$ cat src/rtl/trng_collect.sv
// trng_collect: ring-oscillator entropy collector with a Von Neumann corrector behind the req/res handshake.
// Define TRNG_HEALTH_EN to build the repetition-count health test; otherwise fail is held at 0.
module trng_collect #(
    parameter int NBITS      = 128,
    parameter int DIV        = 4,
    parameter int RCT_CUTOFF = 32
) (
    input  logic             clk,
    input  logic             rstn,
    input  logic             raw_bit,
    input  logic             req_valid,
    output logic             req_ready,
    output logic             req_busy,
    output logic             res_valid,
    input  logic             res_ready,
    output logic [NBITS-1:0] rnd_out,
    output logic             fail
);
    // state     | meaning
    // S_IDLE    | waiting for a request; previous result and fail held
    // S_COLLECT | decimated sampling, debiasing, shifting bits into rnd_out
    // S_DONE    | result offered until res_ready

    localparam int DW = (DIV > 1) ? $clog2(DIV) : 1;
    localparam int CW = $clog2(NBITS + 1);

    typedef enum logic [1:0] {
        S_IDLE    = 2'd0,
        S_COLLECT = 2'd1,
        S_DONE    = 2'd2
    } state_t;

    state_t        state;
    logic          sync1;
    logic          sync2;
    logic [DW-1:0] div_cnt;
    logic          phase;
    logic          a_bit;
    logic [CW-1:0] bit_cnt;
    logic          strobe;
    logic          emit;
    logic          last_bit;
    logic          trip;

    generate
        if (NBITS < 2)      begin : g_bad_nbits $error("NBITS must be >= 2");      end
        if (DIV < 1)        begin : g_bad_div   $error("DIV must be >= 1");        end
        if (RCT_CUTOFF < 2) begin : g_bad_rct   $error("RCT_CUTOFF must be >= 2"); end
    endgenerate

    always_ff @(posedge clk or negedge rstn) begin
        if (!rstn) begin
            sync1 <= 1'b0;
            sync2 <= 1'b0;
        end else begin
            sync1 <= raw_bit;
            sync2 <= sync1;
        end
    end

    assign strobe   = (state == S_COLLECT) && (div_cnt == DW'(DIV - 1));
    assign emit     = strobe && phase && (a_bit != sync2);
    assign last_bit = emit && (bit_cnt == CW'(NBITS - 1));

`ifdef TRNG_HEALTH_EN
    localparam int RW = $clog2(RCT_CUTOFF + 1);

    logic [RW-1:0] rct_cnt;
    logic [RW-1:0] rct_next;
    logic          prev_s;

    // A zero count marks the first strobe of a collection, which has no predecessor.
    always_comb begin
        rct_next = rct_cnt;
        if ((rct_cnt == '0) || (prev_s != sync2)) begin
            rct_next = RW'(1);
        end else if (rct_cnt != RW'(RCT_CUTOFF)) begin
            rct_next = rct_cnt + RW'(1);
        end
    end

    assign trip = strobe && (rct_next == RW'(RCT_CUTOFF));

    always_ff @(posedge clk or negedge rstn) begin
        if (!rstn) begin
            rct_cnt <= '0;
            prev_s  <= 1'b0;
        end else if ((state == S_IDLE) && req_valid) begin
            rct_cnt <= '0;
        end else if (strobe) begin
            rct_cnt <= rct_next;
            prev_s  <= sync2;
        end
    end
`else
    assign trip = 1'b0;
`endif

    always_ff @(posedge clk or negedge rstn) begin
        if (!rstn) begin
            state   <= S_IDLE;
            div_cnt <= '0;
            phase   <= 1'b0;
            a_bit   <= 1'b0;
            bit_cnt <= '0;
            rnd_out <= '0;
            fail    <= 1'b0;
        end else begin
            case (state)
                S_IDLE: begin
                    if (req_valid) begin
                        state   <= S_COLLECT;
                        div_cnt <= '0;
                        phase   <= 1'b0;
                        bit_cnt <= '0;
                        rnd_out <= '0;
                        fail    <= 1'b0;
                    end
                end
                S_COLLECT: begin
                    div_cnt <= strobe ? '0 : div_cnt + DW'(1);
                    if (strobe) begin
                        phase <= ~phase;
                        if (!phase) begin
                            a_bit <= sync2;
                        end
                    end
                    if (emit) begin
                        rnd_out <= {rnd_out[NBITS-2:0], a_bit};
                        bit_cnt <= bit_cnt + CW'(1);
                    end
                    // A health trip overrides a word that completes on the same strobe.
                    if (trip) begin
                        state   <= S_DONE;
                        fail    <= 1'b1;
                        rnd_out <= '0;
                    end else if (last_bit) begin
                        state <= S_DONE;
                        fail  <= 1'b0;
                    end
                end
                S_DONE: begin
                    if (res_ready) begin
                        state <= S_IDLE;
                    end
                end
                default: state <= S_IDLE;
            endcase
        end
    end

    assign req_ready = (state == S_IDLE);
    assign req_busy  = (state == S_COLLECT) || (state == S_DONE);
    assign res_valid = (state == S_DONE);

endmodule

$ cat config.mk
export PLATFORM = sky130hd
export DESIGN_NAME = trng_collect
export DESIGN_NICKNAME = d
export VERILOG_FILES = /design/src/rtl/trng_collect.sv
export SDC_FILE = /design/constraint.sdc
export NUM_CORES = 1
export LEC_CHECK = 0
export CORE_UTILIZATION = 55
export DETAILED_ROUTE_END_ITERATION = 10
export GPL_TIMING_DRIVEN = 0
export HOLD_SLACK_MARGIN = 0.12
export PLACE_DENSITY_LB_ADDON = 0.2
export SETUP_SLACK_MARGIN = 0.1
export SYNTH_ARGS = -nofsm -noshare
export SYNTH_HDL_FRONTEND = slang
export SYNTH_SLANG_ARGS = --single-unit
$ cat constraint.sdc
create_clock -name clk -period 4.4 [get_ports clk]
set_input_delay 1.1 -clock clk [delete_from_list [all_inputs] [get_ports clk]]
set_output_delay 1.1 -clock clk [all_outputs]
set_load 0.03 [all_outputs]
Word level (Yosys, flattened, before mapping)
Cells that the tools add are included.

Add/sub/neg operators: 2. Equality and inequality tests: 10. Mux-type cells: 18. Bitwise operators: 1. Reduce and logical (&&, ||, !) cells: 13.

Operators by type and width (number): $mux 128 (2); $pmux 128 s2 (1); $mux 8 (2); $pmux 8 s2 (1); $reduce_and 3->1 (5); $mux 2 (5); $add 8x1->8 const B (1); $eq 8x7->1 const B (1); $ne 2x2->1 const B (4); $pmux 2 s3 (1); $eq 2x2->1 const B (2); $logic_and 1x1->1 (4); $pmux 1 s2 (2); $pmux 2 s2 (1); $mux 1 (3); $add 2x1->2 const B (1); $eq 2x1->1 const B (1); $logic_not 2->1 (1); $ne 2x1->1 const B (1); $reduce_and 2->1 (1); $reduce_bool 2->1 (1); $logic_or 1x1->1 (1); $ne 1x1->1 (1); $not 1->1 (1).

Flip-flop bits (word level): 145. Input port bits: 5. Output and inout port bits: 132. Logic and storage cells: 53.

Longest topological paths before layout
Gate-level depths: netlist (run 1).

Word-level depth: 7. Mapped depth: 9. Gate-level depth less buffers: 6.

Worst setup path before layout (run 1)
Ideal clock, no wire load.

Kind: input-to-reg. Start: in req_valid. End: reg bit_cnt[6]. Setup time: 90 ps. Data arrival time: 2070 ps. Path slack: 2240 ps. Stages on the path: 6. Cells stage by stage: nand2b_1 > buf_2 > clkbuf_1 > clkbuf_1 > nand4_1 > o221ai_1.

Word-level cells in the longest chain between the ends: 2.

RTL lines: start: declaration (line 11) `input logic req_valid,`; $ne 2x2->1 (no line); $reduce_and 3->1 (no line); end signal: assignment (line 130) `bit_cnt <= bit_cnt + CW'(1);`; end: declaration (line 39) `logic [CW-1:0] bit_cnt;`.

No other way between the ends. A chain may end at the register's enable or synchronous reset.

Final worst setup path (run 1)
Start: reg state[1]. End: out req_ready.

Word-level cells in the longest chain between the ends: 1.

RTL lines: start: declaration (line 33) `state_t state;`; start signal: assignment (line 101) `state <= S_IDLE;`; start signal: assignment (line 112) `state <= S_COLLECT;`; start signal: assignment (line 134) `state <= S_DONE;`; $logic_not 2->1 (line 152) `assign req_ready = (state == S_IDLE);`; end: declaration (line 12) `output logic req_ready,`.

No other way between the ends.

==> results of run 1 <==
==> flip-flops by register name (all words and copies together) (netlist names) <==
| signal | count |
|---|---|
| rnd_out | 128 |
| a_bit | 1 |
| state | 2 |
| sync1 | 1 |
| sync2 | 1 |
| phase | 1 |
| div_cnt | 2 |
| bit_cnt | 8 |
==> per-layer routing <==
metal  track usage [%]  vias to the layer above  wire length, µm
met4             9.556                        0              267
li1                  -                     2591                -
met2             44.79                      194             7947
met5                 0                        -                0
met3             7.352                       25              896
met1             39.32                     2803             7020
==> logic make-up after synthesis <==
kind of cell | count (synthesis) | share of synthesized area, %
DFF | 144 | 57.35
muxes | 7 | 1.274
other | 1 | 0.05968
buffers and inverters | 197 | 12.11
adders and majority gates | 6 | 1.195
xor gates and xnor gates | 1 | 0.1394
and+or+nand+nor | 163 | 15.57
AOI/OAI and AO/OA | 145 | 12.31
==> worst paths after layout <==
kind | from | cells after the start | to | slack, ps
max in group asynchronous | rstn | 2 | rnd_out[55] | 2990
setup / recovery | state[1] | 3 | req_ready | 1330
min in group asynchronous | rstn | 1 | rnd_out[83] | 600
hold / removal | sync1 | 0 | sync2 | 350
setup reg to reg | state[0] | 8 | rnd_out[113] | 1960
hold reg to reg | sync1 | 0 | sync2 | 350
==> per-stage QoR <==
| stage | instance area [µm²] | setup WS (ps) | total power (µW) | TNS, ps | utilization [%] |
|---|---|---|---|---|---|
| floorplan | 6284 | 2240 | 2056 | 0 | - |
| global placement | 7810 | -3326 | 2326 | -477410 | 71.11 |
| detailed placement | 7839 | 1154 | 2360 | 0 | 71.37 |
| CTS | 8503 | 1316 | 3965 | 0 | 77.42 |
| global route | 8503 | 1254 | 4144 | 0 | 77.42 |
| finish | 8503 | 1333 | 3966 | 0 | 77.42 |
==> where the power goes <==
group          switching (µW)  internal [µW]  total [µW]
clock                     546           1060        1610
sequential               34.0           1360        1390
combinational             725            238         963
==> critical path, cell delays in order, from the launching register on <==
cell	delay, ps
sky130_fd_sc_hd__dfrtp_1	390
sky130_fd_sc_hd__inv_1	100
sky130_fd_sc_hd__ha_1	320
sky130_fd_sc_hd__clkdlybuf4s50_1	730
==> cell type report <==
type                            instances  share of cell area (%)
Clock inverter                         10                   2.119
Sequential cell                       144                   42.38
Inverter                              135                   5.959
Tap cell                              140                   2.060
Clock buffer                           22                   5.695
Buffer                                 62                   2.987
Timing Repair Buffer                  136                   16.23
Multi-Input combinational cell        323                   22.57
==> synth_stat cells, types with 2 or more instances <==
| library cell | count |
|---|---|
| sky130_fd_sc_hd__a31oi_1 | 2 |
| sky130_fd_sc_hd__a32o_1 | 2 |
| sky130_fd_sc_hd__and3b_1 | 2 |
| sky130_fd_sc_hd__buf_1 | 2 |
| sky130_fd_sc_hd__buf_2 | 14 |
| sky130_fd_sc_hd__clkbuf_1 | 45 |
| sky130_fd_sc_hd__dfrtp_1 | 144 |
| sky130_fd_sc_hd__ha_1 | 6 |
| sky130_fd_sc_hd__inv_1 | 135 |
| sky130_fd_sc_hd__mux2_2 | 4 |
| sky130_fd_sc_hd__mux2i_1 | 2 |
| sky130_fd_sc_hd__nand2_1 | 11 |
| sky130_fd_sc_hd__nand3_1 | 5 |
| sky130_fd_sc_hd__nand4_1 | 132 |
| sky130_fd_sc_hd__nor2_1 | 6 |
| sky130_fd_sc_hd__nor4_1 | 2 |
| sky130_fd_sc_hd__o21ai_0 | 133 |
| sky130_fd_sc_hd__o221ai_1 | 2 |
| sky130_fd_sc_hd__o22a_1 | 3 |
==> results by stage, run 1 <==
Synthesis:
- In the synthesized netlist the async set-or-reset flop fraction comes to 100.0%.
- The number of enable-type register cells in the synthesized netlist is 0.
- The number of nets in the synthesized netlist is 675.
- The synthesized area per cell is 9.463 µm².
- The main flop type after synthesis is sky130_fd_sc_hd__dfrtp_1.
- The portion of the post-synthesis area used by sequential elements is 57.35%.
- The number of warnings printed during yosys synthesis is 0.
- The count of distinct cell types in the synthesized netlist is 31.
- The synthesized design spends more area on one cell type than any other, namely sky130_fd_sc_hd__dfrtp_1.
- Synthesis produced 664 cells.
- The area of the mapped netlist is 0.006284 mm².
- Yosys attributes the largest share of cell area to sky130_fd_sc_hd__dfrtp_1, sky130_fd_sc_hd__nand4_1, sky130_fd_sc_hd__o21ai_0, sky130_fd_sc_hd__inv_1, sky130_fd_sc_hd__clkbuf_1.
- The share of the synthesized area in the top cell type is 57.35%.
- The number of synthesized register bits is 144.

Power:
- Across the VDD grid, the largest voltage drop is 0.0003740 V.
- The power density over cell area is 466.4 mW/mm².
- The standby leakage power is 0.003443 µW.

Timing:
- The clock period could shrink to 3067 ps.
- The worst slew margin relative to its limit is 54.94%.
- Static timing analysis puts the maximum clock frequency at 326.0 MHz.
- The number of hold violations in the final report is 0.
- The final cycle utilization of the critical path is 69.71%.
- The final-report max-slew violation count was 0.
- The slew at the pin closest to its max-slew limit is 675.9 ps.
- The count of final setup violators is 0.
- Between clock sinks in the finished design, the worst skew comes to 5.872 ps.
- The worst hold slack is 345.7 ps.
- Setup repair after global routing left no endpoint under its margin.

Worst setup path:
- The kind of start point of the critical path is a flip-flop.
- The worst path arrival time is 1970 ps.
- STA classifies the critical path endpoint as a primary output.
- The required time of the worst setup path is 3300 ps.
- The category of the most critical setup path is flip-flop to primary output.
- The largest driver fanout on the critical path is 6.

Die:
- The area of the core is 0.01098 mm².
- The initialized floorplan defines 38 standard-cell rows.
- The number of placed I/O pins is 137.
- Once the floorplan was initialized, standard cells occupied 57.21% of the core.
- The die covers 0.01186 mm².
- The width of the die is 108.9 µm.
- The die is 108.9 µm tall.

Placed design:
- Port buffering added 135 buffers.
- Detailed placement ended at an HPWL of 10.54 mm.
- The final weighted congestion in routability-driven placement is 0.8234.
- After detailed placement, the design holds a cell count of 940.

Detailed routing:
- After the first detailed-routing iteration, the DRC count stood at 631.
- Dividing the detail-routed wire length by the instance count gives 16.60 µm.
- The detailed-route vias per instance is 5.775.
- The final layout contains routed wiring with a total length of 16.13 mm.
- The remaining routing DRC violations is 0.
- For this block, the via count after detailed routing is 5613.
- In this run the remaining antenna-violating nets after routing total 0.
- The first detailed-routing pass ran for 7 iterations.

Cells and area:
- The layout filler cell count is 746.
- The number of antenna diodes in the final layout is 0.
- The library cells used most frequently in the layout, excluding fill and tap cells, are sky130_fd_sc_hd__dfrtp_1, sky130_fd_sc_hd__inv_1, sky130_fd_sc_hd__clkdlybuf4s50_1.
- Leaving out fill and tap cells, the most frequent cell in the layout is sky130_fd_sc_hd__dfrtp_1.
- The final layout contains 830 nets.
- The multi-input combinational cells in the finished layout cover a total of 0.001919 mm².
- The final standard cell count with taps included and fillers excluded is 972.
- Registers take 0.003603 mm².
- The share of cells above drive strength 1 is 6.490%.
- The relative area change from synthesis to final layout is 35.32%.

GRT:
- The total global-route track usage is 28.77%.
- The initial antenna violation count came to 0.
- The total global routing overflow is 0.
- The number of global-route vias before repair is 5197.
- The first global-routing pass estimated 26.03 mm of wire.
- The largest net degree at the start of global routing is 101.

Clocking:
- At the later pin of the worst-skew pair, clock insertion delay measures 420 ps.
- The number of levels the H-tree was split into is 4.
- The clock net in this run drives a total of 144 sinks.
- The tree is rooted in a sky130_fd_sc_hd__clkbuf_16.
- The longest clock path from root to sink contains 2 buffers.
- The clock-pin slew of the registers on the worst-case setup and hold paths is 60 ps.
- In this run, CTS created clock tree buffers numbering 17.
- The post-cts repair resize count is 0.
- The clock tree from TritonCTS is done.
- In this run, post-CTS hold repair placed 0 buffers.
- Buffers added to address setup during post-CTS repair amount to 0.

Job:
- The count of max-cap constraint violations is 0.

Hold path:
- The type of the worst min-delay path is flip-flop to flip-flop.

Run status:
- The run finished with clean final reports.
No activity file was read; power rests on OpenSTA's default activity.
==> run 2, diff against run 1 <==
Settings changed: CORE_UTILIZATION 55 to 51.
Clock period 4.4 ns to 3.2 ns, I/O delays scaled along.
==> run 2 against run 1 <==
Effect of this change: clock power rose by 23%; count of clock-buffer cells in the layout increased by 5; clock skew rose by 2.0 ps; via count decreased by 0.59%; total power up 31%; wire length shrank 2.1%; register-to-register slack worse by 1200 ps; cell count up 0.72%; critical endpoint unchanged.
==> results by stage, run 2 (synthesis results as in run 1) <==
Run status:
- The flow ran to the end, and the final reports show no timing, DRC or antenna violations.

Worst setup path:
- The largest stage delay on the critical path is 730 ps.
- In this run the register-to-register setup slack is 760 ps.
- The critical path goes through inv_1, ha_1, clkdlybuf4s50_1.
- The required time of the worst setup path is 2400 ps.
- The critical-path cell with the highest stage delay is sky130_fd_sc_hd__clkdlybuf4s50_1.
- The worst setup path is captured at a primary output.
- STA classifies the critical path startpoint as a flip-flop.
- The worst path arrival time is 1970 ps.
- Of all nets on the critical path, the largest fanout is 6.
- The category of the most critical setup path is flip-flop to primary output.

Clocking:
- The number of levels the H-tree was split into is 4.
- In this run, post-CTS hold repair placed 0 buffers.
- The clock drives 144 sinks.
- The number of post-CTS setup repair buffers is 0.
- The tree is rooted in a sky130_fd_sc_hd__clkbuf_16.
- Buffers inserted during clock tree synthesis total 17.
- The clock-pin slew of the registers on the worst-case setup and hold paths is 60 ps.
- The insertion delay to the later sink of the worst-skew pair is 430 ps.
- The post-cts repair resize count is 0.
- The clock tree from TritonCTS is done.
- The clock passes through at most 2 buffers.

GRT:
- The total global-route track usage is 26.19%.
- The initial antenna violation count was 0.
- The global-route wire length before repair is 26.15 mm.
- The total global routing overflow is 0.
- The largest net degree at the start of global routing is 87.
- The number of global-route vias before repair is 5223.

Placed design:
- In this run, placement finished with an instance count of 947.
- Summed over all nets, the half-perimeter wirelength after detailed placement is 10.46 mm.
- The final weighted congestion in routability-driven placement is 0.8763.
- In this run the cell area measured after placement is 0.007848 mm².
- During placement, the flow inserted port buffers numbering 135.

Timing:
- The number of hold violations in the final report is 0.
- Setup violations remaining at the end of the flow were counted as 0.
- The worst hold slack is 338.2 ps.
- Setup repair after global routing left no endpoint under its margin.
- The final-report max-slew violation count is 0.
- At the pin with the least slew margin, the transition time is 688.7 ps.
- Subtracting the final worst setup slack from the clock period gives 2766 ps.
- The clock arrives with 7.873 ps of skew.
- The maximum clock rate is 361.5 MHz.
- Headroom to the max-slew limit came out at 54.09%.
- In the finished design, the share of the clock period the worst path needs comes to 86.45%.

Die:
- The die is 113 µm wide.
- In this run the vertical extent of the chip is 113 µm.
- The starting density of the core is 52.31%.
- The standard-cell row count is 40.
- The region available for standard cell placement spans 0.01201 mm².
- The full die area is 0.01277 mm².
- The number of placed I/O pins is 137.

Cells and area:
- The post-route cell area is 0.008436 mm².
- The register with the most flip-flops is rnd_out.
- After the last flow step, the layout net total stands at 830.
- The final standard cell count with taps included and fillers excluded is 979.
- The repair_antennas step left the layout with diodes totalling 0.
- The most common library cell in the layout ignoring fill and taps is sky130_fd_sc_hd__dfrtp_1.
- The relative area change from synthesis to final layout is 34.25%.
- The core utilization of the finished layout is 70.23%.
- The largest registers in the layout are rnd_out: 128 flops, bit_cnt: 8 flops.
- The number of flip-flops under the largest register name is 128.
- The post-route netlist has 6.010% of its cells at a drive strength greater than 1.
- In the layout the commonest cells are sky130_fd_sc_hd__dfrtp_1, sky130_fd_sc_hd__inv_1, sky130_fd_sc_hd__clkdlybuf4s50_1.

Power:
- The standby leakage power is 0.003412 µW.
- The worst supply voltage drop on vdd is 0.0004422 V.
- For this design the ratio of total power to cell area is 618.2 mW/mm².
- After layout, the design draws a total of 5215 µW.

Detailed routing:
- The first detailed-routing pass took 5 iterations.
- The initial detailed-routing violation count is 507.
- The detailed-route vias per instance is 5.700.
- After detailed routing, the number of remaining DRC violations is 0.
- After detailed routing, the total wire length is 15.79 mm.
- Across all layers, the routed design uses 5580 vias.
- Dividing the detail-routed wire length by the instance count gives 16.13 µm.
- The residual antenna-violating net count after detailed routing is 0.

Job:
- The count of max-cap constraint violations is 0.

Hold path:
- The type of the worst min-delay path is input port to async pin.
## run 2: worst paths after layout
kind,from,end,cells after the start
max,state[0],req_ready,3
min,rstn,rnd_out[83],1
max reg2reg,state[0],rnd_out[28],8
min reg2reg,sync1,sync2,0
max in group asynchronous,rstn,rnd_out[40],2
min in group clk,sync1,sync2,0
## run 2: routing by layer
metal	routed length [µm]	track usage, %	up-vias
met5	0	0	-
met1	7184	37.29	2774
met2	7367	38.57	185
li1	-	-	2589
met3	839	5.624	32
met4	403	12.19	0
## run 2: cell type report
class                      count  area (µm²)
sequential                   144        3603
inverter                     135       506.7
timing repair buffer         136        1380
buffer                        62       254.0
tap                          147       183.9
clock buffer                  27       513.0
clock inverter                 5       75.07
fill                         924        3576
multi-input combinational    323        1919
## run 2: stage by stage
step	TNS [ps]	setup slack, ps
2_1_floorplan	0	1328
3_3_place_gp	-613350	-4272
3_5_place_dp	0	276.2
4_1_cts	0	416.5
5_1_grt	0	350.5
6_report	0	433.6
## run 2: critical path, delay by kind of cell, from the launching register on
| kind | cells | cell delay, ps |
|---|---|---|
| buf+inv | 2 | 830 |
| flops | 1 | 410 |
| fa+ha+maj | 1 | 300 |
## run 2: where the power goes
group / switching [µW] / total, µW / internal, µW
Combinational: 994 / 1320 / 328
Clock: 731 / 1980 / 1250
Sequential: 45.2 / 1910 / 1870
Total: 1770 / 5210 / 3450
==> run 3, diff against run 2 <==
Settings changed: TNS_END_PERCENT set to 20.
Clock period 3.2 ns to 2.8 ns, I/O delays scaled along.
==> run 3 against run 2 <==
Effect of this change: via count fell by 0.11%; setup slack got worse by 190 ps; largest power group unchanged; critical path type unchanged; cell area barely moved; highest routed layer unchanged; critical path depth did not move; sequential share of layout area barely moved; clock power rose by 14%; critical endpoint is now req_busy; sequential cell count did not move.
==> results by stage, run 3 (synthesis results as in run 1) <==
Run status:
- The run finished with clean final reports.

Die:
- The full die area is 0.01277 mm².
- The area of the core is 0.01201 mm².
- The width of the die is 113 µm.
- For this design the top-level I/O count stands at 137.
- For this configuration, the core starts out at a cell density of 52.31%.
- The height of the chip is 113 µm.
- The standard-cell row count is 40.

Cells and area:
- The register with the most flip-flops in the layout has 128 of them.
- In the layout the commonest cells are sky130_fd_sc_hd__dfrtp_1, sky130_fd_sc_hd__inv_1, sky130_fd_sc_hd__o21ai_0, sky130_fd_sc_hd__clkdlybuf4s50_1, sky130_fd_sc_hd__nand4_1.
- The most common library cell in the layout ignoring fill and taps is sky130_fd_sc_hd__dfrtp_1.
- The post-route cell area is 0.008438 mm².
- The area growth from synthesis to layout is 34.29%.
- The repair_antennas step left the layout with diodes totalling 0.
- rnd_out holds more flip-flops than any other register.
- Fill cells in the final layout number 923.
- The final standard cell count with taps included and fillers excluded is 979.
- For this run, the post-layout net count is 830.
- The share of cells above drive strength 1 is 6.010%.
- The largest registers in the layout are rnd_out: 128 flops, bit_cnt: 8 flops.

Timing:
- In the finished design, the share of the clock period the worst path needs comes to 91.46%.
- Setup violations remaining at the end of the flow were counted as 0.
- For the final routed database, the setup TNS stands at 0 ps.
- The clock arrives with 7.879 ps of skew.
- Derived from the worst setup path, the maximum achievable clock frequency is 390.5 MHz.
- The number of hold violations in the final report was 0.
- Setup repair after global routing left no endpoint under its margin.
- For the pin with the worst max-slew slack, the measured transition is 688.7 ps.
- The final-report max-slew violation count is 0.
- After layout, the minimum clock period comes to 2561 ps.
- The worst slew margin relative to its limit is 54.09%.
- Hold timing on the final database bottoms out at a slack of 238.4 ps.

Detailed routing:
- In this run the remaining antenna-violating nets after routing total 0.
- The detailed router placed 5574 vias in this run.
- The detailed-route vias per instance is 5.694.
- The count of TritonRoute iterations in the first routing pass is 5.
- The remaining routing DRC violations is 0.
- The sum of routed wire length over all layers is 15.80 mm.
- For this block, the initial DRC count from the detailed router was 507.
- After detailed routing, the average wire length per cell comes to 16.13 µm.

Clocking:
- The count of hold buffers inserted by post-cts repair is 0.
- In this run the clock root is driven by a sky130_fd_sc_hd__clkbuf_16.
- The clock reaches the later pin of the worst-skew pair after 430 ps.
- The clock sink count is 144.
- The H-tree generated during clock tree synthesis spans 4 levels.
- The clock tree from TritonCTS is done.
- After clock tree synthesis, the clock-pin slew on the worst setup and hold paths is 60 ps.
- In this run, CTS created clock tree buffers numbering 17.
- In this run the deepest clock path goes through 2 buffers.

Placed design:
- The total of buffers placed on input and output ports is 135.
- The post-detailed-placement half-perimeter wirelength is 10.46 mm.
- The instance area at placement is 0.007848 mm².
- The number of placed instances, taps included, is 947.
- The final weighted congestion in routability-driven placement is 0.8763.

GRT:
- For this run the aggregate overflow at the end of global routing stands at 0.
- The number of global-route vias before repair came to 5223.
- The initial antenna violation count is 0.
- Global routing used 26.19% of the available tracks.
- The global-route wire length before repair is 26.15 mm.
- The largest net degree at the start of global routing is 87.

Worst setup path:
- The kind of start point of the critical path is a flip-flop.
- The largest stage delay on the critical path is 670 ps.
- The number of buffers and inverters on the critical path is 2.
- The critical-path cell with the highest stage delay is sky130_fd_sc_hd__clkdlybuf4s50_1.
- The worst setup path is of the flip-flop to primary output kind.
- The largest driver fanout on the critical path is 4.
- STA puts the critical path data arrival time at 1860 ps.
- STA classifies the critical path endpoint as a primary output.
- The family of cells with the greatest summed delay on the critical path is buffers and inverters.
- At the worst endpoint, the required time is 2100 ps.
- Traced cell by cell, the critical path runs through inv_1, ha_1, clkdlybuf4s50_1.

Power:
- Dividing total power by cell area gives a power density of 706.0 mW/mm².
- The standby leakage power is 0.003423 µW.
- Overall power consumption after layout is estimated at 5958 µW.
- The worst supply voltage drop on vdd is 0.0005051 V.

Hold path:
- The worst hold path belongs to the class input port to async pin.

Job:
- The tool flagged a number of max-cap violations equal to 0.
==> run 3: cell types whose count changed in the layout (fill, tap and decap cells not counted), sizes merged <==
cell | previous run | this run
clkdlybuf4s50 | 134 | 133
dlymetal6s2s | 0 | 1
==> run 3: metrics by stage <==
step	setup WS [ps]	util [%]
floorplan	928.3	-
global placement	-4572	65.09
detailed placement	-23.78	65.33
CTS	116.5	70.23
global route	174.9	70.25
finish	239.1	70.25
==> run 3: per-layer routing <==
metal | track usage, % | wire length (µm) | vias to the layer above
met5 | 0 | 0 | -
met4 | 12.19 | 403 | 0
met3 | 5.624 | 815 | 32
met2 | 38.57 | 7373 | 176
met1 | 37.29 | 7204 | 2777
li1 | - | - | 2589
==> run 3: area by class of cell <==
cell class              instances  area (µm²)  area share (%)
flip-flops and latches        144        3603           42.70
multi-input cells             323        1919           22.75
repair buffers                136        1383           16.38
clock buffers                  27       513.0           6.079
inverters                     135       506.7           6.005
plain buffers                  62       254.0           3.010
well taps                     147       183.9           2.180
clock inverters                 5       75.07          0.8897
==> run 3: timing repair <==
| action | 4_1_cts | 5_1_grt |
|---|---|---|
| buffers inserted | 0 | 0 |
| resized for setup | 0 | 1 |
| endpoints found under the setup margin | 0 | 1 |
==> run 3: worst paths after layout <==
| kind | cells past startpoint | to | slack (ps) | start |
|---|---|---|---|---|
| worst max-delay path | 3 | req_busy | 240 | state[0] |
| max in group asynchronous | 2 | rnd_out[40] | 1750 | rstn |
| min in group clk | 0 | sync2 | 360 | sync1 |
| worst min-delay path | 1 | rnd_out[83] | 240 | rstn |
| worst min register to register | 0 | sync2 | 360 | sync1 |
| worst max register to register | 8 | rnd_out[28] | 360 | state[0] |
==> run 3: power by group <==
| part | leakage, µW | total (µW) | switching [µW] | internal [µW] |
|---|---|---|---|---|
| clock network | 0.000291 | 2260 | 835 | 1430 |
| registers | 0.00200 | 2190 | 51.6 | 2140 |
| logic | 0.00113 | 1510 | 1140 | 374 |
